===== src/rtl/add_sub_pipe.sv =====
// Chunked carry-pipelined adder/subtractor with valid/ready handshaking.
// Each stage sums one CHUNK-wide slice and carries the rest of the operands forward.
module add_sub_pipe #(
  parameter int WIDTH  = 32,
  parameter int STAGES = 4
) (
  input  logic             clk_i,
  input  logic             rst_ni,
  input  logic             in_valid_i,
  output logic             in_ready_o,
  input  logic [WIDTH-1:0] a_i,
  input  logic [WIDTH-1:0] b_i,
  input  logic             sub_i,
  output logic             out_valid_o,
  input  logic             out_ready_i,
  output logic [WIDTH-1:0] sum_o,
  output logic             cout_o,
  output logic             ovf_o,
  output logic             zero_o
);
  localparam int CHUNK = WIDTH / STAGES;

  logic [STAGES-1:0]            vld_q, vld_in, adv;
  logic [STAGES-1:0][WIDTH-1:0] a_q, b_q, sum_q;
  logic [STAGES-1:0][WIDTH-1:0] a_in, b_in, sum_in, sum_d;
  logic [STAGES-1:0]            c_q, c_in, c_d;
  logic                         ovf_q, ovf_d;
  logic [CHUNK:0]               part;

  // Stage inputs: stage 0 sees the ports (B pre-inverted for subtract), later stages the previous register.
  always_comb begin
    vld_in    = '0;
    a_in      = '0;
    b_in      = '0;
    sum_in    = '0;
    c_in      = '0;
    vld_in[0] = in_valid_i;
    a_in[0]   = a_i;
    b_in[0]   = b_i ^ {WIDTH{sub_i}};
    c_in[0]   = sub_i;
    for (int k = 1; k < STAGES; k++) begin
      vld_in[k] = vld_q[k-1];
      a_in[k]   = a_q[k-1];
      b_in[k]   = b_q[k-1];
      sum_in[k] = sum_q[k-1];
      c_in[k]   = c_q[k-1];
    end
  end

  // Advance chain: the only combinational path from out_ready_i to in_ready_o.
  always_comb begin
    adv = '0;
    adv[STAGES-1] = !vld_q[STAGES-1] || out_ready_i;
    for (int k = STAGES - 2; k >= 0; k--)
      adv[k] = !vld_q[k] || adv[k+1];
  end

  always_comb begin
    sum_d = sum_in;
    c_d   = '0;
    part  = '0;
    for (int k = 0; k < STAGES; k++) begin
      part = {1'b0, a_in[k][k*CHUNK +: CHUNK]} + {1'b0, b_in[k][k*CHUNK +: CHUNK]}
           + {{CHUNK{1'b0}}, c_in[k]};
      sum_d[k][k*CHUNK +: CHUNK] = part[CHUNK-1:0];
      c_d[k] = part[CHUNK];
    end
    // a^b^s at the MSB recovers the carry into the MSB
    ovf_d = a_in[STAGES-1][WIDTH-1] ^ b_in[STAGES-1][WIDTH-1]
          ^ sum_d[STAGES-1][WIDTH-1] ^ c_d[STAGES-1];
  end

  always_ff @(posedge clk_i) begin
    if (!rst_ni) begin
      vld_q <= '0;
      a_q   <= '0;
      b_q   <= '0;
      sum_q <= '0;
      c_q   <= '0;
      ovf_q <= 1'b0;
    end else begin
      for (int k = 0; k < STAGES; k++) begin
        if (adv[k]) begin
          vld_q[k] <= vld_in[k];
          if (vld_in[k]) begin
            a_q[k]   <= a_in[k];
            b_q[k]   <= b_in[k];
            sum_q[k] <= sum_d[k];
            c_q[k]   <= c_d[k];
          end
        end
      end
      if (adv[STAGES-1] && vld_in[STAGES-1]) ovf_q <= ovf_d;
    end
  end

  // Last stage's operand copies have no consumer.
  logic unused_ok;
  assign unused_ok = ^{a_q[STAGES-1], b_q[STAGES-1]};

  assign in_ready_o  = adv[0];
  assign out_valid_o = vld_q[STAGES-1];
  assign sum_o       = sum_q[STAGES-1];
  assign cout_o      = c_q[STAGES-1];
  assign ovf_o       = ovf_q;
  assign zero_o      = vld_q[STAGES-1] && (sum_q[STAGES-1] == '0);
endmodule


===== config.mk =====
export PLATFORM = sky130hd
export DESIGN_NAME = add_sub_pipe
export DESIGN_NICKNAME = d
export VERILOG_FILES = /design/src/rtl/add_sub_pipe.sv
export SDC_FILE = /design/constraint.sdc
export NUM_CORES = 1
export LEC_CHECK = 0
export BUFFER_PORTS_ARGS = -buffer_cell sky130_fd_sc_hd__buf_2
export CAP_MARGIN = 20
export CORE_MARGIN = 1
export CORE_UTILIZATION = 30
export CTS_BUF_LIST = sky130_fd_sc_hd__clkbuf_8
export CTS_CLUSTER_DIAMETER = 60
export DETAILED_ROUTE_END_ITERATION = 8
export SETUP_SLACK_MARGIN = 0.15
export SLEW_MARGIN = 15
export SYNTH_ARGS = -nofsm -noshare
export SYNTH_HDL_FRONTEND = slang
export SYNTH_SLANG_ARGS = --single-unit

===== constraint.sdc =====
create_clock -name clk_i -period 7.9 [get_ports clk_i]
set_clock_uncertainty 0.2 [all_clocks]
set_input_delay 0.79 -clock clk_i [delete_from_list [all_inputs] [get_ports clk_i]]
set_output_delay 0.79 -clock clk_i [all_outputs]
set_load 0.01 [all_outputs]

==> metrics.txt, run 1 <==
number of routed nets with antenna violations 0; sequential share of power 0.557; post-synth top area share 0.461; failing checks DRC; Async SR Flop Fraction 0; sw power 0.474 mW; Vert. Die Dim 166 um; routed length per instance 13.4 um; Synthesized Nets 1086; CP peak stage delay 670 ps; first-pass GRT wire length 31.4 mm; cell row count 59; core area 0.0262 mm2; critical path's top delay family compound AO/OA/AOI/OAI gates; # resized after CTS 0; commonest cells after routing, fill and taps aside nand2_1 (278), dfxtp_1 (185), a21oi_1 (153); worst setup path class primary input to flip-flop; Longest Clk Path Bufs 2; crit path cell chain buf_2, xor2_1, inv_1, fa_1, nand2b_1, a21oi_1, o21ai_0, a2111o_1, nand3_1; clock share of power 0.340; CP max FO 32; CTS tree built; TritonCTS Buffers 17; worst endpoint data arrival time 3290 ps; Vias 6596; Hold Crit Class flip-flop to flip-flop; drc violations 20; required time of the worst setup path 8110 ps; detailed placer's ending HPWL 13.4 mm; htree depth 4; Root Buffer clkbuf_8; CP max stage cell buf_2; final hold vios 0; synthesized netlist cell count 982; area of the mapped netlist 0.00804 mm2; flops & latches, synth 185; I/O pins 106; grt total ovfl 0; post-CTS setup buffers 0; post-synthesis sequential area ratio 0.461; number of synthesized flops with an enable pin 0; min Tclk post-route 3080 ps; Crit path buffers/inverters 2; Clk Latency, worst-skew pair 470 ps; status finished with violations; Cell Int Power 1.30 mW; CTS Sinks 185; Max Slew Vio Count 0; Worst Tran Pin Value 892 ps; prevailing post-synth register cell dfxtp_1; most common cell after layout, fill and taps aside nand2_1; Syn. warnings 0; DIE WIDTH 166 um; switching share of power 0.268; CP Capture Type flip-flop; Gate power share 0.102; cell taking the most area after synthesis dfxtp_1; peak supply drop 81.4 uV; CTS Hold Bufs 0; CTS clk-pin slew, worst paths 90 ps; Final Util 0.349; pin count of the biggest net entering global routing 84; unrepaired setup endpoints after global routing no; Setup Viol. Count Final 0; layout cells sized above 1 0.146; # port buffers 105; FMAX 0.325 GHz; RePlAce Congestion 0.793; Cell Pwr Density 194 mW/mm2; initial drt markers 457; fin nets 1154; Synth Area per Inst 8.19 um2; worst hold slack 251 ps; First-pass DRT Iterations 9; max_cap viols 0; initial antenna violation count 1; Syn-to-layout area delta 13.7%; routed wire length 18.7 mm; Unique masters post-synth 54; initial core utilization 0.307; Final Cycle Share 0.390; full die area 0.0275 mm2; vias in the first global route 6139; startpoint types primary input; Fill cells 2780; Rel. slew slack 0.405; Total Routing Usage GR 0.140; leak pwr 3.52 nW; Via density 4.72; top post-synthesis cells by area dfxtp_1 (46%), nand2_1 (13%), a21oi_1 (9.5%), ha_1 (4.4%), a211oi_1 (3.3%); post-route setup TNS 0 ps
-- layer usage --
| metal | up-vias | routed length [um] | GRT usage |
|---|---|---|---|
| li1 | 3479 | - | - |
| met1 | 2961 | 10000 | 0.208 |
| met2 | 136 | 7650 | 0.199 |
| met3 | 20 | 752 | 0.0289 |
| met4 | 0 | 298 | 0.0451 |
| met5 | - | 0 | 0 |
-- synthesized netlist by cell type, types with 4 or more instances --
| library cell | number |
|---|---|
| inv_1 | 14 |
| nand2_1 | 278 |
| o21ai_0 | 17 |
| and2_1 | 4 |
| a21o_1 | 7 |
| xnor2_1 | 30 |
| dfxtp_1 | 185 |
| o211ai_1 | 4 |
| clkbuf_1 | 33 |
| nor4_1 | 11 |
| xor2_1 | 9 |
| buf_2 | 27 |
| or3_1 | 5 |
| nor3_1 | 4 |
| ha_1 | 28 |
| a21oi_1 | 153 |
| nor2_1 | 51 |
| fa_1 | 7 |
| nand4_1 | 6 |
| a211oi_1 | 35 |
| nand4b_1 | 5 |
| nand3_1 | 14 |
-- power groups by stage --
stage	clock network, mW	logic, mW	registers (mW)
detailed placement	0	0.183	1.01
global route	0.665	0.206	0.993
finish	0.603	0.181	0.988
floorplan	0	0.134	1.00
global placement	0	0.180	1.01
CTS	0.621	0.184	0.988
-- flip-flops by register name, summed over array words and instances, names as in the netlist --
register	flops
sum_d	48
b_in	48
sum_o	32
c_q	4
ovf_o	1
vld_q	4
a_in	48
-- per-stage QoR --
step	area (um2)	worst slack [ps]	total power, mW	cells
2_1_floorplan	8040	4820	1.14	982
3_3_place_gp	8770	4380	1.19	1366
3_5_place_dp	8770	4340	1.19	1366
4_1_cts	9140	4820	1.79	1397
5_1_grt	9140	4650	1.86	1397
6_report	9140	4820	1.77	1398
-- worst register-to-register path, cell delays in order, from the launching register on --
cell      delay (ps)
dfxtp_1          490
nand4b_1         240
nand2_1          650
buf_4            440
nor4_1           100
a311o_1          350
-- path summary, 6_finish.rpt --
path	from	endpoint	slack, ps	cells past startpoint
min	sum_d[32]$_SDFFE_PN0P_	sum_d[64]$_SDFFE_PN0P_	250	2
min reg2reg	sum_d[32]$_SDFFE_PN0P_	sum_d[64]$_SDFFE_PN0P_	250	2
max	sub_i	sum_d[38]$_SDFFE_PN0P_	4820	9
max reg2reg	vld_q[3]$_SDFFE_PN0P_	sum_d[77]$_SDFFE_PN0P_	5330	5
-- logic make-up (layout without fill, tap and decap cells) --
family                     count (synthesis)  count (layout)  share of synthesized area
other                                      0               1                          0
xor gates and xnor gates                  39              39                     0.0425
and+or+nand+nor                          394             394                      0.206
buffers and inverters                     79             159                     0.0429
DFF                                      185             185                      0.461
AOI/OAI and AO/OA                        248             248                      0.184
muxes                                      2               2                    0.00249
adders and majority gates                 35              35                     0.0610
-- layout make-up --
cell class                 instances  area (um2)  area share
sequential                       185        3700       0.405
timing repair buffer             114         593      0.0649
clock buffer                      18         248      0.0271
inverter                          14        55.1     0.00602
tap                              335         419      0.0459
multi-input combinational        718        4000       0.438
clock inverter                    13         119      0.0130
antenna                            1        2.50    0.000274
Power figures use the tool's default switching activity.
==> run 2: changes to the inputs <==
--- a/config.mk
+++ b/config.mk
@@ -5,6 +5,7 @@
 export SDC_FILE = /design/constraint.sdc
 export NUM_CORES = 1
 export LEC_CHECK = 0
+export ABC_AREA = 1
 export BUFFER_PORTS_ARGS = -buffer_cell sky130_fd_sc_hd__buf_2
 export CAP_MARGIN = 20
 export CORE_MARGIN = 1
==> constraint.sdc (replaced) <==
create_clock -name clk_i -period 3 [get_ports clk_i]
set_clock_uncertainty 0.2 [all_clocks]
set_input_delay 0.3 -clock clk_i [delete_from_list [all_inputs] [get_ports clk_i]]
set_output_delay 0.3 -clock clk_i [all_outputs]
set_load 0.01 [all_outputs]
==> run 2 against run 1 <==
Net effect: the flow now finishes without violations; utilization increased by 1.9 points; flip-flop and latch count unchanged; hold slack got worse by 230 ps; clock power increased to 2.9 times the previous value; worst setup slack got worse by 4000 ps; non-clock buffer count increased by 38; global-route usage increased by 0.11 points; wire length increased by 1.4%; critical path type is now flip-flop to output pin; largest cell class unchanged.
==> metrics.txt, run 2 <==
min Tclk post-route 2210 ps; post-synth top area share 0.455; Synth Area per Inst 7.54 um2; Rel. slew slack 0.443; detailed placer's ending HPWL 13.3 mm; Async SR Flop Fraction 0; initial drt markers 429; critical path's top delay family simple AND/OR/NAND/NOR gates; worst endpoint data arrival time 1710 ps; Fill cells 2799; CP Capture Type output pin; Post-synth top cells nor2_1 (304), dfxtp_1 (185), o21ai_0 (164), nand2_1 (86), inv_1 (65); first-pass GRT wire length 32.1 mm; Setup Viol. Count Final 0; htree depth 4; Longest Clk Path Bufs 2; RePlAce Congestion 0.760; most frequent cell after synthesis nor2_1; I/O pins 106; Final Cycle Share 0.736; crit path cell chain nor4_1, nand4_1, nor2_1, buf_2; flops & latches, synth 185; cell row count 59; synthesized netlist cell count 1080; max_cap viols 0; Syn-to-layout area delta 19.1%; post-synthesis sequential area ratio 0.455; # port buffers 105; initial antenna violation count 1; CP max stage cell nor4_1; Cell Pwr Density 532 mW/mm2; Unique masters post-synth 33; final hold vios 0; prevailing post-synth register cell dfxtp_1; Total Routing Usage GR 0.141; top post-synthesis cells by area dfxtp_1 (45%), nor2_1 (14%), o21ai_0 (10%), ha_1 (4.3%), nand2_1 (4.0%); fin nets 1297; Final Worst Setup Slack 792 ps; worst setup path class flip-flop to output pin; startpoint types flip-flop; full die area 0.0278 mm2; Clk Latency, worst-skew pair 460 ps; Root Buffer clkbuf_8; CTS Sinks 185; CTS tree built; most common cell after layout, fill and taps aside nor2_1; commonest cells after routing, fill and taps aside nor2_1 (304), dfxtp_1 (185), o21ai_0 (164); ANT cells 0; First-pass DRT Iterations 4; vias in the first global route 6504; post-route setup TNS 0 ps; DIE WIDTH 167 um; cell taking the most area after synthesis dfxtp_1; CP peak stage delay 470 ps; leak pwr 4.47 nW; required time of the worst setup path 2500 ps; peak supply drop 263 uV; Via density 4.46; Hold Crit Class primary input to flip-flop; FMAX 0.453 GHz; initial core utilization 0.309; drc violations 0; Vias 6876; status completed; unrepaired setup endpoints after global routing no; Worst Tran Pin Value 834 ps; area of the mapped netlist 0.00815 mm2; routed length per instance 12.3 um; routed wire length 19.0 mm; Syn. warnings 0; Place WS 886 ps; Max Slew Vio Count 0; Synthesized Nets 1184; number of routed nets with antenna violations 0; grt total ovfl 0; layout cells sized above 1 0.135; core area 0.0264 mm2; number of synthesized flops with an enable pin 0; Crit path buffers/inverters 1; Vert. Die Dim 167 um; post-CTS setup buffers 0; CTS clk-pin slew, worst paths 90 ps; TritonCTS Buffers 17; pin count of the biggest net entering global routing 165; CP max FO 3
[run 2: final cells by class]
cell class              instances  area, um2  share of cell area
multi-input cells             765       3890               0.402
clock buffers                  21        289              0.0298
clock inverters                11        133              0.0137
well taps                     335        419              0.0432
repair buffers                152        991               0.102
inverters                      72        270              0.0279
flip-flops and latches        185       3700               0.382
[run 2: worst reg2reg max path, delay by kind of cell (launching register included)]
| kind | cells | cell delay [ps] |
|---|---|---|
| simple gates | 5 | 920 |
| compound gates | 1 | 120 |
| flops | 1 | 340 |
| buf+inv | 2 | 460 |
[run 2: kinds of logic (layout without fill, tap and decap cells)]
logic type	Yosys count	in the layout	synth area share
AND/OR/NAND/NOR	456	456	0.228
AO/OA/AOI/OAI	231	231	0.144
buffers and inverters	130	256	0.0674
XOR/XNOR	43	43	0.0462
flip-flops	185	185	0.455
adder cells (fa/ha/maj)	35	35	0.0602
[run 2: metal layers]
metal	track usage	vias up	share of wire	wire, um
met1	0.204	3034	0.54	10200
met5	0	-	0.00053	10
met3	0.0297	14	0.032	613
li1	-	3712	-	-
met2	0.212	114	0.42	8000
met4	0.0350	2	0.0086	163
[run 2: final timing paths]
path / cells past startpoint / slack, ps / endpoint / from
worst max-delay path: 4 / 790 / zero_o / sum_o[4]$_SDFFE_PN0P_
worst min-delay path: 4 / 20 / b_in[60]$_SDFFE_PN0P_ / b_i[28]
worst max register to register: 8 / 900 / a_in[55]$_SDFFE_PN0P_ / vld_q[3]$_SDFFE_PN0P_
worst min register to register: 2 / 260 / sum_o[21]$_SDFFE_PN0P_ / sum_d[117]$_SDFFE_PN0P_
[run 2: timing repair]
action	CTS	global route
endpoints found under the hold margin	40	0
resized for setup	0	0
hold buffers	39	0
[run 2: where the power goes]
| part | switching [mW] | internal (mW) | leakage (nW) | total (mW) |
|---|---|---|---|---|
| Clock | 0.894 | 0.843 | 0.215 | 1.74 |
| Sequential | 0.0846 | 2.61 | 1.52 | 2.69 |
| Combinational | 0.428 | 0.307 | 2.73 | 0.735 |
[run 2: per-stage QoR]
step	instances	cell area (um2)	utilization	hold WS (ps)	power, mW
2_1_floorplan	1080	8150	-	230	3.23
3_3_place_gp	1470	8890	0.337	239	3.44
3_5_place_dp	1470	8890	0.337	249	3.45
4_1_cts	1541	9700	0.368	2.07	5.24
5_1_grt	1541	9700	0.368	23.1	5.46
6_report	1541	9700	0.368	21.5	5.16
==> run 3: changes to the inputs <==
--- a/config.mk
+++ b/config.mk
@@ -5,7 +5,7 @@
 export SDC_FILE = /design/constraint.sdc
 export NUM_CORES = 1
 export LEC_CHECK = 0
-export ABC_AREA = 1
+export ABC_AREA = 0
 export BUFFER_PORTS_ARGS = -buffer_cell sky130_fd_sc_hd__buf_2
 export CAP_MARGIN = 20
 export CORE_MARGIN = 1
==> constraint.sdc (replaced) <==
create_clock -name clk_i -period 1.9 [get_ports clk_i]
set_clock_uncertainty 0.2 [all_clocks]
set_input_delay 0.19 -clock clk_i [delete_from_list [all_inputs] [get_ports clk_i]]
set_output_delay 0.19 -clock clk_i [all_outputs]
set_load 0.01 [all_outputs]
==> run 3 against run 2 <==
Net effect: the flow now finishes with violations (DRC, setup timing); combinational power up 61%; register-to-register slack worse by 1200 ps; final cell count up 0.45%; via count up 7.1%; power up 53%; flip-flop and latch count unchanged; critical path type is now flip-flop to flip-flop.
==> metrics.txt, run 3 (synthesis gave the netlist of run 1 again) <==
commonest cells after routing, fill and taps aside nand2_1 (272), dfxtp_1 (171), a21oi_1 (141); Vias 7361; multi-input logic area 0.00452 mm2; sequential share of power 0.522; pin count of the biggest net entering global routing 67; peak supply drop 348 uV; CP peak stage delay 400 ps; Worst Tran Pin Value 501 ps; CTS Sinks 185; initial antenna violation count 1; Gate power share 0.149; max_cap viols 0; CP max stage cell fa_2; initial drt markers 423; FMAX 0.458 GHz; critical path's top delay family compound AO/OA/AOI/OAI gates; Clk Latency, worst-skew pair 470 ps; Crit path buffers/inverters 1; met3 Use GR 0.0275; crit path cell chain fa_2, inv_2, fa_2, nor2b_4, o31a_4, o21ai_2, a2111oi_1, a311o_1; clock share of power 0.329; WHS Path Cells 4; met1 usage in global routing 0.203; origin of the critical flop-to-flop path a_in[120]$_SDFFE_PN0P_; final hold vios 0; Max Slew Vio Count 0; first-pass GRT wire length 32.4 mm; Fill cells 2647; number of routed nets with antenna violations 0; I/O pins 106; CP max FO 3; full die area 0.0275 mm2; reg2reg end sum_o[30]$_SDFFE_PN0P_; Top Usage Layer GRT met2; cell row count 59; Root Buffer clkbuf_8; sw power 2.19 mW; DIE WIDTH 166 um; Total Routing Usage GR 0.144; grt total ovfl 0; detailed placer's ending HPWL 14.3 mm; Setup Viol. Count Final 19; Final Worst Setup Slack -283 ps; Syn-to-layout area delta 39.2%; worst hold slack 15.4 ps; Crit path top cell by count fa_2; unrepaired setup endpoints after global routing yes; initial core utilization 0.307; required time of the worst setup path 2070 ps; Hold EP sum_d[33]$_SDFFE_PN0P_; worst endpoint data arrival time 2350 ps; Final Cycle Share 1.15; leak pwr 4.44 nW; vias in the first global route 6541; CTS tree built; Sequential Area 0.00372 mm2; TritonCTS Buffers 17; RePlAce Congestion 0.795; layout cells sized above 1 0.296; # port buffers 105; drc violations 11; GR Util met2 0.221; routed length per instance 14.1 um; fin nets 1303; FF-to-FF setup slack -280 ps; most common cell after layout, fill and taps aside nand2_1; worst setup path class flip-flop to flip-flop; startpoint types flip-flop; First-pass DRT Iterations 9; Rel. slew slack 0.666; core area 0.0262 mm2; Cell Int Power 5.71 mW; routed wire length 21.8 mm; worst hold start a_i[1]; Hold Crit Class primary input to flip-flop; Longest Clk Path Bufs 2; htree depth 4; min Tclk post-route 2180 ps; Vert. Die Dim 166 um; Place WS -376 ps; Via density 4.76; Cell Pwr Density 705 mW/mm2; failing checks DRC, setup timing; switching share of power 0.278; CTS clk-pin slew, worst paths 110 ps; reg2reg path depth 8; status finished with violations; CP Capture Type flip-flop
[run 3: changes by cell type in the layout (fill, tap and decap cells not counted), moves of 12 or more]
cell,previous run,this run
a21oi_1,59,141
nor2_1,304,33
dfxtp_2,0,13
o21ai_0,164,11
buf_6,0,19
xor2_1,27,9
nand2_1,86,272
dfxtp_1,185,171
buf_4,8,73
a21oi_2,0,12
inv_1,65,12
nand3_1,40,13
dlygate4sd3_1,39,54
a211oi_2,0,22
[run 3: power by group through the flow]
stage	Combinational (mW)	Sequential (mW)	Clock (mW)
floorplan	0.578	4.17	0
global placement	0.879	4.20	0
detailed placement	0.888	4.20	0
CTS	1.01	4.11	2.65
global route	1.28	4.14	2.82
finish	1.18	4.12	2.60
[run 3: stage by stage]
step / utilization / power [mW] / TNS (ps) / std cells / cell area [um2]
final: 0.427 / 7.90 / -3390 / 1548 / 11200
after global routing: 0.427 / 8.25 / -5160 / 1548 / 11200
after floorplan: - / 4.75 / -1520 / 982 / 8130
after global placement: 0.354 / 5.07 / -2880 / 1422 / 9280
after CTS: 0.400 / 7.77 / -2970 / 1520 / 10500
after detailed placement: 0.354 / 5.09 / -3450 / 1422 / 9280
[run 3: routing by layer]
| metal | share of wire | wire length (um) |
|---|---|---|
| met2 | 0.45 | 9870 |
| met5 | 0 | 0 |
| met4 | 0.012 | 267 |
| met1 | 0.50 | 11000 |
| met3 | 0.032 | 695 |
[run 3: what timing repair did]
action,CTS,global route
hold buffers,55,1
gates cloned,0,9
resized for setup,39,96
pin swaps,35,42
buffers inserted,11,19
endpoints found under the hold margin,66,2
endpoints found under the setup margin,74,178
[run 3: layout make-up]
| cell class | count | share of cell area |
|---|---|---|
| clock buffers | 18 | 0.0221 |
| clock inverters | 14 | 0.0126 |
| well taps | 335 | 0.0374 |
| flip-flops and latches | 185 | 0.333 |
| diodes | 1 | 0.000224 |
| multi-input cells | 718 | 0.404 |
| repair buffers | 263 | 0.186 |
| inverters | 14 | 0.00492 |
[run 3: worst register-to-register path, delay by kind of cell (launching register included)]
kind                       cells  cell delay [ps]
AOI/OAI and AO/OA              4              810
and+or+nand+nor                1               50
adders and majority gates      2              620
buffers and inverters          1               70
DFF                            1              340
[run 3: worst max-delay path by stage]
| stage | to | start | cells after the start |
|---|---|---|---|
| floorplan | sum_d[38]$_SDFFE_PN0P_ | sub_i | 10 |
| global placement | sum_o[30]$_SDFFE_PN0P_ | c_q[2]$_SDFFE_PN0P_ | 8 |
| detailed placement | sum_o[30]$_SDFFE_PN0P_ | c_q[2]$_SDFFE_PN0P_ | 8 |
| CTS | c_q[2]$_SDFFE_PN0P_ | a_in[80]$_SDFFE_PN0P_ | 7 |
| global route | c_q[1]$_SDFFE_PN0P_ | a_in[40]$_SDFFE_PN0P_ | 7 |
| finish | sum_o[30]$_SDFFE_PN0P_ | a_in[120]$_SDFFE_PN0P_ | 8 |
